File: src/rtl/lisnoc_router_output_port_pkg.sv
// rtl/lisnoc_router_output_port_pkg.sv - flit type codes and arbiter state encoding shared by the output port
package lisnoc_router_output_port_pkg;

    // Flit type field, taken from the top two bits of each flit.
    localparam logic [1:0] FLIT_PAYLOAD = 2'b00;
    localparam logic [1:0] FLIT_HEADER  = 2'b01;
    localparam logic [1:0] FLIT_LAST    = 2'b10;
    localparam logic [1:0] FLIT_SINGLE  = 2'b11;

    typedef enum logic {
        ARB_IDLE   = 1'b0,
        ARB_LOCKED = 1'b1
    } arb_state_e;

endpackage

File: src/rtl/lisnoc_output_vc_arb.sv
// rtl/lisnoc_output_vc_arb.sv - per-VC round-robin arbiter with wormhole lock
//
// Ports:
//  clk, rst    clock, asynchronous active-low reset
//  request     one request bit per router input port
//  flit_types  type field of each input's current flit, 2 bits per input
//  full        output FIFO of this VC is full, no grant possible
//  grant       one-hot (or zero) acknowledge; the granted flit is written this cycle
module lisnoc_output_vc_arb
    import lisnoc_router_output_port_pkg::*;
#(
    parameter int ports = 5
) (
    input  logic                 clk,
    input  logic                 rst,
    input  logic [ports-1:0]     request,
    input  logic [2*ports-1:0]   flit_types,
    input  logic                 full,
    output logic [ports-1:0]     grant
);

    localparam int PW = (ports > 1) ? $clog2(ports) : 1;

    arb_state_e      state, state_nxt;
    logic [PW-1:0]   owner, owner_nxt;
    logic [PW-1:0]   rr_ptr, rr_nxt;
    logic            found;
    logic [PW-1:0]   pick;
    logic [1:0]      pick_type;
    int              cand;

    always_comb begin
        grant     = '0;
        state_nxt = state;
        owner_nxt = owner;
        rr_nxt    = rr_ptr;
        found     = 1'b0;
        pick      = '0;
        cand      = 0;

        if (state == ARB_IDLE) begin
            // First requester at or after rr_ptr, wrapping at ports.
            for (int i = 0; i < ports; i++) begin
                cand = int'(rr_ptr) + i;
                if (cand >= ports) cand = cand - ports;
                if (!found && request[cand]) begin
                    found = 1'b1;
                    pick  = PW'(cand);
                end
            end
        end else begin
            // While locked only the packet owner is served.
            found = request[owner];
            pick  = owner;
        end

        pick_type = flit_types[int'(pick)*2 +: 2];

        // Gated with rst so no acknowledge escapes while the port is held in reset.
        if (rst && found && !full) begin
            grant[pick] = 1'b1;
            if (state == ARB_IDLE) begin
                rr_nxt = (int'(pick) == ports - 1) ? '0 : pick + PW'(1);
                // PAYLOAD/LAST arriving in IDLE is a protocol error: accepted, no lock.
                if (pick_type == FLIT_HEADER) begin
                    state_nxt = ARB_LOCKED;
                    owner_nxt = pick;
                end
            end else if (pick_type == FLIT_LAST || pick_type == FLIT_SINGLE) begin
                state_nxt = ARB_IDLE;
            end
        end
    end

    always_ff @(posedge clk or negedge rst) begin
        if (!rst) begin
            state  <= ARB_IDLE;
            owner  <= '0;
            rr_ptr <= '0;
        end else begin
            state  <= state_nxt;
            owner  <= owner_nxt;
            rr_ptr <= rr_nxt;
        end
    end

endmodule

File: src/rtl/lisnoc_router_output_port.sv
// rtl/lisnoc_router_output_port.sv - router output port: per-VC arbitration, output FIFOs, link mux
//
// Ports:
//  clk, rst        clock, asynchronous active-low reset
//  switch_request  bit [v*ports+p]: input p requests VC v
//  switch_flit     flit of input p for VC v in slice (v*ports+p)
//  switch_read     acknowledge, flit consumed this cycle
//  link_flit       flit on the link, zero when nothing is sent
//  link_valid      one-hot VC of link_flit; every assertion is a completed transfer
//  link_ready      per-VC ready from the downstream input port
module lisnoc_router_output_port
    import lisnoc_router_output_port_pkg::*;
#(
    parameter int flit_data_width = 32,
    parameter int flit_type_width = 2,
    parameter int vchannels       = 1,
    parameter int ports           = 5,
    parameter int fifo_length     = 4
) (
    input  logic                                                      clk,
    input  logic                                                      rst,
    input  logic [ports*vchannels-1:0]                                switch_request,
    input  logic [(flit_data_width+flit_type_width)*ports*vchannels-1:0] switch_flit,
    output logic [ports*vchannels-1:0]                                switch_read,
    output logic [flit_data_width+flit_type_width-1:0]                link_flit,
    output logic [vchannels-1:0]                                      link_valid,
    input  logic [vchannels-1:0]                                      link_ready
);

    localparam int FW = flit_data_width + flit_type_width;
    localparam int AW = (fifo_length > 1) ? $clog2(fifo_length) : 1;
    localparam int CW = $clog2(fifo_length + 1);
    localparam int VW = (vchannels > 1) ? $clog2(vchannels) : 1;

    logic [vchannels-1:0] fifo_full;
    logic [vchannels-1:0] fifo_empty;
    logic [vchannels-1:0] fifo_pop;
    logic [FW-1:0]        fifo_head [vchannels];

    for (genvar v = 0; v < vchannels; v++) begin : g_vc
        logic [ports-1:0]   grant;
        logic [2*ports-1:0] types;
        logic [FW-1:0]      wr_flit;
        logic               push;
        logic [FW-1:0]      mem [fifo_length];
        logic [AW-1:0]      wr_ptr, rd_ptr;
        logic [CW-1:0]      count;

        for (genvar p = 0; p < ports; p++) begin : g_type
            assign types[2*p +: 2] = switch_flit[(v*ports+p)*FW + FW-1 -: 2];
        end

        lisnoc_output_vc_arb #(
            .ports (ports)
        ) u_arb (
            .clk        (clk),
            .rst        (rst),
            .request    (switch_request[v*ports +: ports]),
            .flit_types (types),
            .full       (fifo_full[v]),
            .grant      (grant)
        );

        assign switch_read[v*ports +: ports] = grant;
        assign push = |grant;

        // Grant is one-hot, so an OR of the masked slices selects the winner.
        always_comb begin
            wr_flit = '0;
            for (int p = 0; p < ports; p++) begin
                if (grant[p]) wr_flit = wr_flit | switch_flit[(v*ports+p)*FW +: FW];
            end
        end

        always_ff @(posedge clk) begin
            if (push) mem[wr_ptr] <= wr_flit;
        end

        always_ff @(posedge clk or negedge rst) begin
            if (!rst) begin
                wr_ptr <= '0;
                rd_ptr <= '0;
                count  <= '0;
            end else begin
                if (push)
                    wr_ptr <= (int'(wr_ptr) == fifo_length - 1) ? '0 : wr_ptr + AW'(1);
                if (fifo_pop[v])
                    rd_ptr <= (int'(rd_ptr) == fifo_length - 1) ? '0 : rd_ptr + AW'(1);
                if (push && !fifo_pop[v])
                    count <= count + CW'(1);
                else if (!push && fifo_pop[v])
                    count <= count - CW'(1);
            end
        end

        assign fifo_full[v]  = (int'(count) == fifo_length);
        assign fifo_empty[v] = (count == '0);
        assign fifo_head[v]  = mem[rd_ptr];
    end

    logic [VW-1:0] vc_ptr;
    logic [VW-1:0] vc_sel;
    logic          vc_found;
    int            vc_cand;

    always_comb begin
        vc_found  = 1'b0;
        vc_sel    = '0;
        vc_cand   = 0;
        fifo_pop  = '0;
        for (int i = 0; i < vchannels; i++) begin
            vc_cand = int'(vc_ptr) + i;
            if (vc_cand >= vchannels) vc_cand = vc_cand - vchannels;
            if (!vc_found && !fifo_empty[vc_cand] && link_ready[vc_cand]) begin
                vc_found = 1'b1;
                vc_sel   = VW'(vc_cand);
            end
        end
        if (vc_found) fifo_pop[vc_sel] = 1'b1;
    end

    assign link_valid = fifo_pop;
    assign link_flit  = vc_found ? fifo_head[vc_sel] : '0;

    always_ff @(posedge clk or negedge rst) begin
        if (!rst) begin
            vc_ptr <= '0;
        end else if (vc_found) begin
            vc_ptr <= (int'(vc_sel) == vchannels - 1) ? '0 : vc_sel + VW'(1);
        end
    end

endmodule

File: config.mk
export PLATFORM = sky130hd
export DESIGN_NAME = lisnoc_router_output_port
export DESIGN_NICKNAME = d
export VERILOG_FILES = /design/src/rtl/lisnoc_router_output_port_pkg.sv /design/src/rtl/lisnoc_output_vc_arb.sv /design/src/rtl/lisnoc_router_output_port.sv
export SDC_FILE = /design/constraint.sdc
export NUM_CORES = 1
export LEC_CHECK = 0
export CORE_UTILIZATION = 30
export DETAILED_ROUTE_END_ITERATION = 7
export GPL_ROUTABILITY_DRIVEN = 0
export SLEW_MARGIN = 0
export SYNTH_ARGS = -nofsm -noshare
export SYNTH_HDL_FRONTEND = slang
export SYNTH_SLANG_ARGS = --single-unit
export TNS_END_PERCENT = 100
File: constraint.sdc
create_clock -name clk -period 10.7 [get_ports clk]
set_clock_uncertainty 0.2 [all_clocks]
set_input_delay 3.21 -clock clk [delete_from_list [all_inputs] [get_ports clk]]
set_output_delay 3.21 -clock clk [all_outputs]
set_load 0.01 [all_outputs]
==> key figures <==
Global routing
  • Via count of the first global-routing pass: 5787
  • Aggregate global-route resource usage: 0.1563
  • Initial antenna violation count: 0
  • Aggregate global routing overflow: 0
  • Wire length of the first global-routing pass: 33150 um
  • Pin count of the biggest net entering global routing: 40

Synthesis
  • Area share of the largest cell type after synthesis: 0.4994
  • Dominant register cell in the synthesized netlist: edfxtp_1
  • Post-Synthesis Cells: 595
  • Async set-or-reset flop fraction in the synthesized netlist: 0.09333
  • Count of flip-flops with a built-in enable after synthesis: 136
  • Largest area contributor in the netlist: edfxtp_1
  • Average size of a mapped cell: 13.74 um^2
  • Distinct cell type count after synthesis: 76
  • Main area contributors after synthesis: edfxtp_1 (50%), mux4_2 (9.6%), mux2i_1 (5.4%)
  • Count of warnings emitted by yosys: 0
  • Sequential-to-total area share from yosys stat: 0.5422
  • Post-synthesis sequential element count: 150
  • Synthesized cell area: 8178 um^2
  • Synthesized Nets: 792

Timing
  • Setup repair after global routing missed its margin: no
  • Part of the cycle the worst path needs: 0.9678
  • Max-slew violation count: 0
  • Max frequency: 0.09657 GHz
  • Worst relative slew slack: 0.3280
  • Endpoints failing setup: 0
  • Post-route setup TNS: 0 ns
  • Post-route setup slack: 0.3450 ns
  • Worst-margin pin slew: 1.008 ns
  • Count of endpoints failing hold in the final timing report: 0
  • Shortest period the worst path allows: 10.35 ns

Finish
  • Synthesis-to-finish area growth: 37.42%
  • Post-layout nets: 1000
  • Fraction of layout instances using a drive strength above 1: 0.1348
  • Commonest non-fill, non-tap cell in the layout: clkdlybuf4s50_1
  • Final core area utilization: 0.4182
  • Total inserted antenna cells: 0
  • Most used cells in the layout excluding fill and tap cells: clkdlybuf4s50_1 (217), edfxtp_1 (136), mux2i_1 (44)
  • Filler Cell Count: 2492

Clocking
  • Clk pin slew, worst setup/hold paths: 0.06 ns
  • CTS resizes: 0
  • Buffer cell driving the clock tree root: clkbuf_16
  • CTS tree: done
  • H-tree level count: 4
  • CTS Buffer Depth: 2
  • Number of clock buffers inserted by TritonCTS: 17
  • Hold buffer count at CTS: 0
  • Post-CTS setup buffer count: 0
  • Clock latency on the worst-skew pair: 0.41 ns
  • Clk sinks: 150

Die
  • Number of rows created at floorplan: 60
  • I/O pin cnt: 218
  • DIE AREA: 27920 um^2
  • Die width: 167.1 um
  • Vertical die dimension: 167.1 um
  • Initial core utilization: 0.3043
  • Total core area: 26880 um^2

Pwr
  • Static leakage power: 3.916 nW
  • Pwr Total: 4.372 mW
  • Maximum ir drop on the vdd rail: 0.2894 mV
  • Power Dens Cells: 389.0 nW/um^2

Critical path
  • Worst endpoint data arrival time: 6.94 ns
  • Critical Path RT: 7.29 ns
  • Endpoint of the lowest-slack register-to-register path: g_vc[0].u_arb.owner[0]$_DFFE_PN0P_
  • Category of the most critical setup path: in -> out
  • Reg-to-reg startpoint: g_vc[0].u_arb.rr_ptr[1]$_DFFE_PN0P_
  • Flop-to-flop setup slack: 4.69 ns
  • R2R cell count: 15
  • Critical path fanouts, max: 9
  • Cell at the slowest stage of the critical path: clkdlybuf4s50_1
  • Setup crit end kind: output pin
  • Worst stage delay on the critical path: 0.67 ns
  • Worst path cell trace: clkdlybuf4s50_1 > nor3b_2 > nor3_1 > a32o_1 > nand2b_1 > or3b_1 > or3b_1 > a21oi_4 > nand2_1 > nor2_1 > clkdlybuf4s50_1
  • Element type at the critical path start: input pin

Route
  • Post-route antenna net violation count: 0
  • Met2 wire length: 11020 um
  • Routed wire length on met3: 1103 um
  • Routed via count divided by cell count: 5.135
  • Iteration-0 DRC Markers: 433
  • Mean routed wirelength per cell: 19.10 um
  • Top routing layer in use: met4
  • Initial DRT Pass Iterations: 7
  • Total DRC errors in the routed layout: 0
  • Vias post-DR: 5941
  • Sum of routed wire length over all layers: 22100 um
  • Metal-1 WL: 9661 um

Placed design
  • HPWL after DPL: 14790 um
  • I/O Buffers: 217
  • DP Worst Slack: 0.3709 ns

Hold path
  • Worst Min Path Start: g_vc[0].count[2]$_DFFE_PN0P_
  • Terminating pin of the worst hold path: g_vc[0].count[2]$_DFFE_PN0P_
  • Hold/Removal Path Class: reg -> reg
  • Cell depth of the worst min-delay path: 1

Flow run
  • Maxcap violations: 0

Run status
  • Run status: finished, final reports clean
metal layers:
metal,GRT usage,vias to the layer above
met1,0.2009,2941
met4,0.04066,0
met2,0.2672,179
met3,0.03262,23
met5,0,-
li1,-,2798
synthesized netlist by cell type, types with 13 or more instances:
cell type and n:
edfxtp_1 136, mux2i_1 44, a222oi_1 32, nor2b_1 37, nor2_1 26, nand2_1 30
dfrtp_1 14, clkbuf_1 20, mux4_2 35, inv_1 13, o21ai_1 33, ha_1 17
area by class of cell:
cell class	instances	area [um^2]	area share
well taps	341	426.7	0.03796
inverters	16	62.56	0.005567
repair buffers	228	2255	0.2006
clock inverters	15	133.9	0.01191
clock buffers	17	425.4	0.03785
flip-flops and latches	150	4437	0.3948
multi-input cells	390	3498	0.3113
sequential cells by signal (all words and copies together), names as in the netlist:
register and cells:
g_vc.wr_ptr 2, g_vc.mem 136, g_vc.count 3, g_vc.rd_ptr 2, g_vc.u_arb.owner 3, g_vc.u_arb.rr_ptr 3
g_vc.u_arb.state 1
worst max-delay path: cells and delay by family:
family	cells	cell delay, ns
simple gates	7	1.90
compound gates	2	0.60
buf+inv	2	1.23
worst max path at each step:
| stage | start | to | slack, ns |
|---|---|---|---|
| final | switch_request[1] | switch_read[2] | 0.35 |
| after global routing | switch_request[2] | switch_read[0] | 0.1 |
| after CTS | switch_request[3] | switch_read[0] | 0.37 |
| after detailed placement | switch_request[1] | switch_read[2] | 0.37 |
| after global placement | switch_request[3] | switch_read[0] | 0.40 |
| after floorplan | switch_request[1] | switch_read[4] | 1.19 |
power by group:
group | switching (mW) | leakage (nW) | total, mW | internal [mW]
Combinational | 1.44 | 2.20 | 2.53 | 1.09
Sequential | 0.130 | 1.44 | 1.28 | 1.15
Clock | 0.254 | 0.272 | 0.560 | 0.306
Total | 1.83 | 3.92 | 4.37 | 2.54
through the flow:
step | instances | hold WS, ns | instance area [um^2]
after floorplan | 595 | 0.2650 | 8178
final | 1157 | 0.3684 | 11240
after detailed placement | 1125 | 0.3632 | 10680
after global routing | 1157 | 0.4029 | 11240
after global placement | 1125 | 0.3532 | 10680
after CTS | 1157 | 0.3729 | 11240
logic make-up (layout without fill, tap and decap cells):
group                    after synthesis  in the layout  synth area share
multiplexers                          88             88            0.1631
flip-flops                           150            150            0.5422
buffers and inverters                 55            276           0.03289
AND/OR/NAND/NOR                      143            143           0.09868
adder cells (fa/ha/maj)               19             19           0.03091
AO/OA/AOI/OAI                        131            131            0.1226
XOR/XNOR                               9              9          0.009638
Power figures use the tool's default switching activity.
